File: config.mk
export PLATFORM = sky130hd
export DESIGN_NAME = bcd_serial_addsub
export DESIGN_NICKNAME = d
export VERILOG_FILES = /design/src/rtl/bcd_pkg.sv /design/src/rtl/bcd_digit_adder.sv /design/src/rtl/bcd_serial_addsub.sv
export SDC_FILE = /design/constraint.sdc
export NUM_CORES = 1
export LEC_CHECK = 0
export BUFFER_PORTS_ARGS = -buffer_cell sky130_fd_sc_hd__buf_2
export CORE_UTILIZATION = 40
export DETAILED_ROUTE_END_ITERATION = 10
export GPL_ROUTABILITY_DRIVEN = 0
export PLACE_DENSITY_LB_ADDON = 0.12
export SETUP_SLACK_MARGIN = 0.5
export SLEW_MARGIN = 20
export SYNTH_ARGS = -nofsm -noshare
export SYNTH_HDL_FRONTEND = slang
export SYNTH_HIERARCHICAL = 1
export SYNTH_SLANG_ARGS = --single-unit
File: constraint.sdc
create_clock -name clk -period 5.05 [get_ports clk]
set_input_delay 0 -clock clk [delete_from_list [all_inputs] [get_ports clk]]
set_output_delay 0 -clock clk [all_outputs]
set_load 0.02 [all_outputs]
File: src/rtl/bcd_pkg.sv
// Shared BCD types and helpers for the serial BCD add/subtract datapath.
package bcd_pkg;

    typedef logic [3:0] bcd_digit_t;

    typedef enum logic [1:0] {
        S_IDLE = 2'd0,
        S_ADD  = 2'd1,
        S_COMP = 2'd2,
        S_DONE = 2'd3
    } bcd_state_e;

    localparam bcd_digit_t BCD_NINE = 4'd9;
    localparam logic [4:0] BCD_TEN  = 5'd10;

    // A packed nibble is a legal decimal digit only in the range 0..9.
    function automatic logic bcd_is_valid(input bcd_digit_t digit);
        return digit <= BCD_NINE;
    endfunction

endpackage

File: src/rtl/bcd_digit_adder.sv
// Single-digit BCD adder: binary add of two digits plus carry, then decimal correction.
module bcd_digit_adder
    import bcd_pkg::*;
(
    input  bcd_digit_t x,
    input  bcd_digit_t y,
    input  logic       carryIn,
    output bcd_digit_t digit,
    output logic       carryOut
);

    logic [4:0] binSum;

    // Binary sum (max 9+9+1 = 19) folded back into one decimal digit and a carry.
    // NOTE: every output of a combinational block is assigned on every path, so no latch is inferred.
    always_comb begin
        binSum   = {1'b0, x} + {1'b0, y} + {4'b0000, carryIn};
        carryOut = (binSum >= BCD_TEN);
        // Subtracting ten modulo 16 on the low nibble gives the corrected digit for sums 10..19.
        digit    = carryOut ? (binSum[3:0] - BCD_TEN[3:0]) : binSum[3:0];
    end

endmodule

File: src/rtl/bcd_serial_addsub.sv
// Multi-digit BCD adder/subtractor, one digit per clock, LSD first, sign-magnitude result.
module bcd_serial_addsub
    import bcd_pkg::*;
#(
    parameter int DIGITS = 4
) (
    input  logic                clk,
    input  logic                resetn,
    input  logic                in_valid,
    output logic                in_ready,
    input  logic [4*DIGITS-1:0] a,
    input  logic [4*DIGITS-1:0] b,
    input  logic                sub,
    output logic                out_valid,
    input  logic                out_ready,
    output logic [4*DIGITS-1:0] sum,
    output logic                carry_out,
    output logic                neg,
    output logic                err
);

    localparam int               WIDTH     = 4 * DIGITS;
    localparam int               IDX_W     = $clog2(DIGITS + 1);
    localparam logic [IDX_W-1:0] LAST_IDX  = IDX_W'(DIGITS - 1);
    localparam int               TOP_SHIFT = 4 * (DIGITS - 1);

    bcd_state_e       state;
    logic [IDX_W-1:0] digitIdx;
    logic             carry;
    logic [WIDTH-1:0] aShift;
    logic [WIDTH-1:0] bShift;
    logic             isSub;
    logic [WIDTH-1:0] result;
    logic             carryOutReg;
    logic             negReg;
    logic             errReg;

    logic             operandsBad;
    bcd_digit_t       addX;
    bcd_digit_t       addY;
    bcd_digit_t       addDigit;
    logic             addCarry;
    logic [WIDTH-1:0] nextResult;

    // Flag any non-decimal digit in either operand at the accept boundary.
    always_comb begin
        operandsBad = 1'b0;
        for (int i = 0; i < DIGITS; i++) begin
            if (!bcd_is_valid(a[4*i +: 4]) || !bcd_is_valid(b[4*i +: 4])) begin
                operandsBad = 1'b1;
            end
        end
    end

    // Operand mux for the shared digit adder: A + B (or A + 9-B) in ADD, 9 - result in COMP.
    always_comb begin
        addX = aShift[3:0];
        addY = isSub ? (BCD_NINE - bShift[3:0]) : bShift[3:0];
        if (state == S_COMP) begin
            addX = BCD_NINE - result[3:0];
            addY = '0;
        end
    end

    bcd_digit_adder u_digitAdder (
        .x        (addX),
        .y        (addY),
        .carryIn  (carry),
        .digit    (addDigit),
        .carryOut (addCarry)
    );

    // Operands and result are shift registers: the current digit is always in bits [3:0],
    // and each new result digit enters at the top so DIGITS shifts leave it in place.
    assign nextResult = (result >> 4) | (WIDTH'(addDigit) << TOP_SHIFT);

    // Control FSM, digit counter, carry and result registers.
    // NOTE: sequential state uses non-blocking assignments so every flop samples pre-edge values.
    always_ff @(posedge clk or negedge resetn) begin
        if (!resetn) begin
            state       <= S_IDLE;
            digitIdx    <= '0;
            carry       <= 1'b0;
            aShift      <= '0;
            bShift      <= '0;
            isSub       <= 1'b0;
            result      <= '0;
            carryOutReg <= 1'b0;
            negReg      <= 1'b0;
            errReg      <= 1'b0;
        end else begin
            case (state)
                S_IDLE: begin
                    if (in_valid && in_ready) begin
                        aShift      <= a;
                        bShift      <= b;
                        isSub       <= sub;
                        digitIdx    <= '0;
                        carry       <= sub;
                        result      <= '0;
                        carryOutReg <= 1'b0;
                        negReg      <= 1'b0;
                        errReg      <= operandsBad;
                        state       <= operandsBad ? S_DONE : S_ADD;
                    end
                end
                S_ADD: begin
                    result   <= nextResult;
                    aShift   <= aShift >> 4;
                    bShift   <= bShift >> 4;
                    carry    <= addCarry;
                    digitIdx <= digitIdx + 1'b1;
                    if (digitIdx == LAST_IDX) begin
                        if (!isSub) begin
                            carryOutReg <= addCarry;
                            state       <= S_DONE;
                        end else if (addCarry) begin
                            state <= S_DONE;
                        end else begin
                            // No end-around carry: the ten's-complement result is negative.
                            negReg   <= 1'b1;
                            digitIdx <= '0;
                            carry    <= 1'b1;
                            state    <= S_COMP;
                        end
                    end
                end
                S_COMP: begin
                    result   <= nextResult;
                    carry    <= addCarry;
                    digitIdx <= digitIdx + 1'b1;
                    if (digitIdx == LAST_IDX) begin
                        state <= S_DONE;
                    end
                end
                S_DONE: begin
                    if (out_ready) begin
                        state <= S_IDLE;
                    end
                end
                default: state <= S_IDLE;
            endcase
        end
    end

    // in_ready is gated by resetn so it reads low during reset, not just after the first edge.
    assign in_ready  = (state == S_IDLE) && resetn;
    assign out_valid = (state == S_DONE);
    assign sum       = result;
    assign carry_out = carryOutReg;
    assign neg       = negReg;
    assign err       = errReg;

endmodule

---- Yosys cells after proc, flatten, opt, wreduce, memory -nomap -nowiden ----
Index checks and enable logic that the tools add are counted.
Widths: inputs -> output; s select.
word-level totals
  memory bits (writable) .................. 0
  ROM bits ................................ 0
  memories kept ........................... 0
  logic and storage cells ................. 102
  input bits .............................. 37
  output and inout port bits .............. 21
  flip-flop bits (word level) ............. 58
  latch bits .............................. 0
cells by class
  multiplexer cells ....................... 39
  $lt $le $gt $ge ......................... 9
  multiply operators ...................... 0
  equality and inequality tests ........... 11
  bitwise logic cells ..................... 1
  divide/modulo/power cells ............... 0
  add/subtract/negate cells ............... 6
  shift-type cells ........................ 0
  reduce and logical (&&, ||, !) cells .... 26
operator list
  kind                 number
  $pmux 16 s2          3
  $mux 16              3
  $le 4x4->1 const B   8
  $mux 4               4
  $or 12x16->16        1
  $mux 1               15
  $mux 3               4
  $mux 2               5
  $ne 2x2->1 const B   5
  $pmux 3 s3           1
  $logic_not 1->1      8
  $pmux 2 s4           1
  $reduce_and 2->1     4
  $reduce_and 4->1     2
  $sub 4x4->4 const A  2
  $add 4x4->5          1
  $add 5x1->5          1
  $ge 5x4->1 const B   1
  $reduce_and 5->1     1
  $eq 2x2->1 const B   2
  $logic_or 1x1->1     4
  $ne 2x1->1 const B   2
  $pmux 1 s2           2
  $reduce_bool 2->1    2
  other kinds (9)      10

---- Logic depth before layout (Yosys ltp) ----
  word-level depth ........................ 10
  mapped depth ............................ 16
  gate-level depth less buffers ........... 15

---- Hierarchy ----
The synthesis kept the hierarchy.
by module, submodules not included
  module             area each (sq um)  sequential area each (sq um)  instances  cells an instance
  bcd_serial_addsub  2788.9             1451.4                        1          259
  bcd_digit_adder    341.6              0.0                           1          43

---- Worst setup path after synthesis ----
Ideal clock, no wire load.
  path kind ............................... register to register
  start ................................... reg state[0]
  end ..................................... reg digitIdx[0]
  path buffers ............................ 1
  setup time .............................. 0.127 ns
  stages on the path, launching flop included .. 17
  period minus slack after synthesis ...... 3.594 ns
  required time ........................... 4.923 ns
  arrival time ............................ 3.467 ns
  slack ................................... 1.456 ns
  cells stage by stage .................... dfrtp_1 -> inv_1 -> ha_1 -> clkbuf_1 -> mux2i_1 -> inv_1 -> fa_1 -> fa_1 -> xor2_1 -> ha_1 -> inv_1 -> a31oi_1 -> o311ai_1 -> inv_1 -> a31oi_1 -> o211ai_1 -> o21ai_1
between the ends
  cells in the longest elaborated chain, start to end .. 9
  elaborated cells on any way between the ends .. 17
  classes of those cells .................. 2 x add/sub; 1 x order compare; 3 x eq/ne; 6 x mux; 5 x reduce/logical
RTL lines
  element                 RTL line                  text
  start, declared         bcd_serial_addsub.sv:27   bcd_state_e state;
  start signal, assigned  bcd_serial_addsub.sv:104  state <= operandsBad ? S_DONE : S_ADD;
  $eq 2x2->1              bcd_serial_addsub.sv:59   if (state == S_COMP) begin
  $mux 4                  bcd_serial_addsub.sv:59
  named net addX[0]       bcd_serial_addsub.sv:39   bcd_digit_t addX;
  $add 4x4->5             bcd_digit_adder.sv:17     binSum = {1'b0, x} + {1'b0, y} + {4'b0000, carryIn};
  $add 5x1->5             bcd_digit_adder.sv:17
  $ge 5x4->1              bcd_digit_adder.sv:18     carryOut = (binSum >= BCD_TEN);
  named net addCarry      bcd_serial_addsub.sv:42   logic addCarry;
  $mux 3                  bcd_serial_addsub.sv:117  end else if (addCarry) begin
  $mux 3                  bcd_serial_addsub.sv:114  if (!isSub) begin
  $mux 3                  bcd_serial_addsub.sv:113  if (digitIdx == LAST_IDX) begin
  $pmux 3 s3              bcd_serial_addsub.sv:92   case (state)
  end signal, assigned    bcd_serial_addsub.sv:112  digitIdx <= digitIdx + 1'b1;
  end signal, assigned    bcd_serial_addsub.sv:131  digitIdx <= digitIdx + 1'b1;
  end, declared           bcd_serial_addsub.sv:28   logic [IDX_W-1:0] digitIdx;
The timed path passes the listed nets, and every way through them passes these cells.
A chain may end at the register's enable or synchronous reset.

---- Worst setup path after layout ----
Same ends and word-level chain as after synthesis.

==> out/results.ini <==
[outcome]
status = finished, final reports clean

[timing]
rsz0062_at_grt = false
fmax_ghz = 0.2516
finalCritPeriodShare_pct = 78.72
skew_ps = 9.281
maxSlewHeadroom_pct = 36.30
setup_viol = 0
fin_ws_ps = 1075
finalMaxSlewViolations = 0
fin_crit_ps = 3975
tns_ps = 0
worstMarginPinSlew_ps = 955.5
hold_violations = 0

[clock_tree]
cts_root_buf = clkbuf_8
cts_sinks = 58
clock_latency_ps = 340
cts_setup_buffers = 0
holdBufCountCts = 34
cts_buffers = 9
cts_max_level = 3
ctsResizeCount = 0
cts_tree = built
clockBufferDepth = 2
clkTransAtPathRegs_ps = 70

[setup_path]
slowest_stage = o311ai_1
crit_path_frequent_cell = inv_1
worst_ep_arrival_time_ps = 4240
path_class = reg2reg
critPathLaunchType = flip-flop
crit_path_cell_trace = inv_1, ha_1, mux2i_1, inv_1, fa_1, fa_1, xor2_1, ha_1, inv_1, a31oi_1, o311ai_1, inv_1, a31oi_1, o211ai_1, o21ai_1
critPathMaxStageDelay_ps = 470
endpoint_kind = flip-flop
crit_required_ps = 5310
crit_fanout = 12

[routing]
drc = 0
wl_per_cell_microns = 13.82
drt-pass1-iter-count = 4
vias = 2496
antenna_left = 0
finalWirelength_microns = 6869
via_per_inst = 5.022
drt_iter0_markers = 70

[logic_synthesis]
syn_inst = 302
synth.top_cells.by_count = 58 x dfrtp_1, 36 x nand2_1, 29 x o21ai_1
synth.area.top_cells = dfrtp_1 46%, mux2i_1 8.6%, a22o_1 6.7%
async_flop_share_pct = 100.0
synth_edf_count = 0
synth_top_cell_area_share_pct = 46.36
synth_area_sq_mm = 0.003131
ys_seq_elements = 58
yosysUniqueCellTypes = 48
yosysTopAreaCell = dfrtp_1
synth_warnings = 6
ys_seq_area_share_pct = 46.36
synth.most_common_cell = dfrtp_1
avgSynthCellArea_sq_um = 10.37
syn_nets = 354
ys.flop_type = dfrtp_1

[floorplan]
die_area_sq_mm = 0.008184
die_w_microns = 90.47
die_h_microns = 90.47
core-area_sq_mm = 0.007408
rows = 31
initial_core_util_pct = 42.26
boundaryPins = 58

[place]
dpl.hpwl_microns = 4717
portBuffers = 57
dp_slack_ps = 1075

[global_routing]
grt_antenna_before_repair = 0
grt_pass1_vias = 2460
grt_start_max_net_pins = 63
gr-total-overflow = 0
grt_pass1_wl_microns = 12030
grt.total_usage_pct = 18.72

[pwr]
peakVddDrop_mv = 0.2481
p_leak_uw = 0.001943
p_per_area_mw_per_mm2 = 791.8
power_uw = 3212

[final_layout]
nets = 445
drive_gt1_share_pct = 23.12
syn2layout_area_growth_pct = 29.58
diodes = 0

[min_path]
hp-class = in2reg

[flow_run]
max_cap_violations = 0

cell usage in the layout, fill, tap and decap left out, drive strengths merged, types with 2 or more instances in the layout:
cell / count
xnor2: 2
bufinv: 3
nor2: 8
a21oi: 9
mux2: 3
o211ai: 2
clkinv: 4
a31oi: 2
nor2b: 3
dfrtp: 58
clkbuf: 9
o311ai: 2
dlygate4sd3: 34
a22o: 24
fa: 2
xor2: 3
nand2: 36
mux2i: 27
buf: 59
nand4: 2
ha: 13
o21ai: 45
inv: 25
nor3: 4
layout make-up:
class,instances,area (sq um)
fillers,694,3352
multi-input cells,206,1505
flip-flops and latches,58,1451
repair buffers,93,640.6
clock buffers,9,123.9
well taps,99,123.9
clock inverters,7,117.6
inverters,25,93.84
cell families after synthesis:
group / count (synthesis) / synth area share [%]
AO/OA/AOI/OAI: 96 / 21.18
AND/OR/NAND/NOR: 60 / 8.993
flip-flops: 58 / 46.36
buffers and inverters: 38 / 5.875
multiplexers: 30 / 9.712
adder cells (fa/ha/maj): 15 / 6.475
XOR/XNOR: 5 / 1.399
power by group:
part           leakage (uW)  switching [uW]  internal [uW]
clock network      0.000123             193            327
logic               0.00107            1090            798
registers          0.000745             132            668
total               0.00194            1420           1790
worst paths after layout:
kind	to	cells past startpoint	start	slack, ps
worst max-delay path	digitIdx[0]	15	state[0]	1070
worst min-delay path	err	4	in_valid	10
worst max register to register	digitIdx[0]	15	state[0]	1070
worst min register to register	err	2	err	480
max in group asynchronous	aShift[11]	3	resetn	4200
min in group asynchronous	sum[14]	3	resetn	350
per-stage QoR:
step | hold slack, ps | std cells | instance area [sq um] | utilization [%]
global route | 68.48 | 497 | 4056 | 54.75
floorplan | -295.6 | 302 | 3131 | -
CTS | 4.352 | 497 | 4056 | 54.75
global placement | 221.7 | 447 | 3475 | 46.90
finish | 13.31 | 497 | 4056 | 54.75
detailed placement | 214.2 | 447 | 3475 | 46.90
flip-flops by register name, summed over array words and instances (netlist names):
name,count
aShift,16
bShift,16
sum,16
digitIdx,3
state,2
carry,1
carry_out,1
err,1
isSub,1
neg,1
routing by layer:
| metal | up-vias | GRT usage [%] | wire length [microns] |
|---|---|---|---|
| met5 | - | 0 | 0 |
| li1 | 1259 | - | - |
| met1 | 1157 | 25.88 | 3357 |
| met4 | 0 | 8.737 | 156 |
| met2 | 66 | 27.90 | 3087 |
| met3 | 14 | 4.040 | 267 |
critical path, delay by kind of cell, from the launching register on:
family	cells	cell delay [ps]
compound gates	5	1020
xor+xnor	1	200
fa+ha+maj	4	1580
buf+inv	4	450
flops	1	410
mux	1	230
Note: power is estimated with default switching activity, not from simulation.
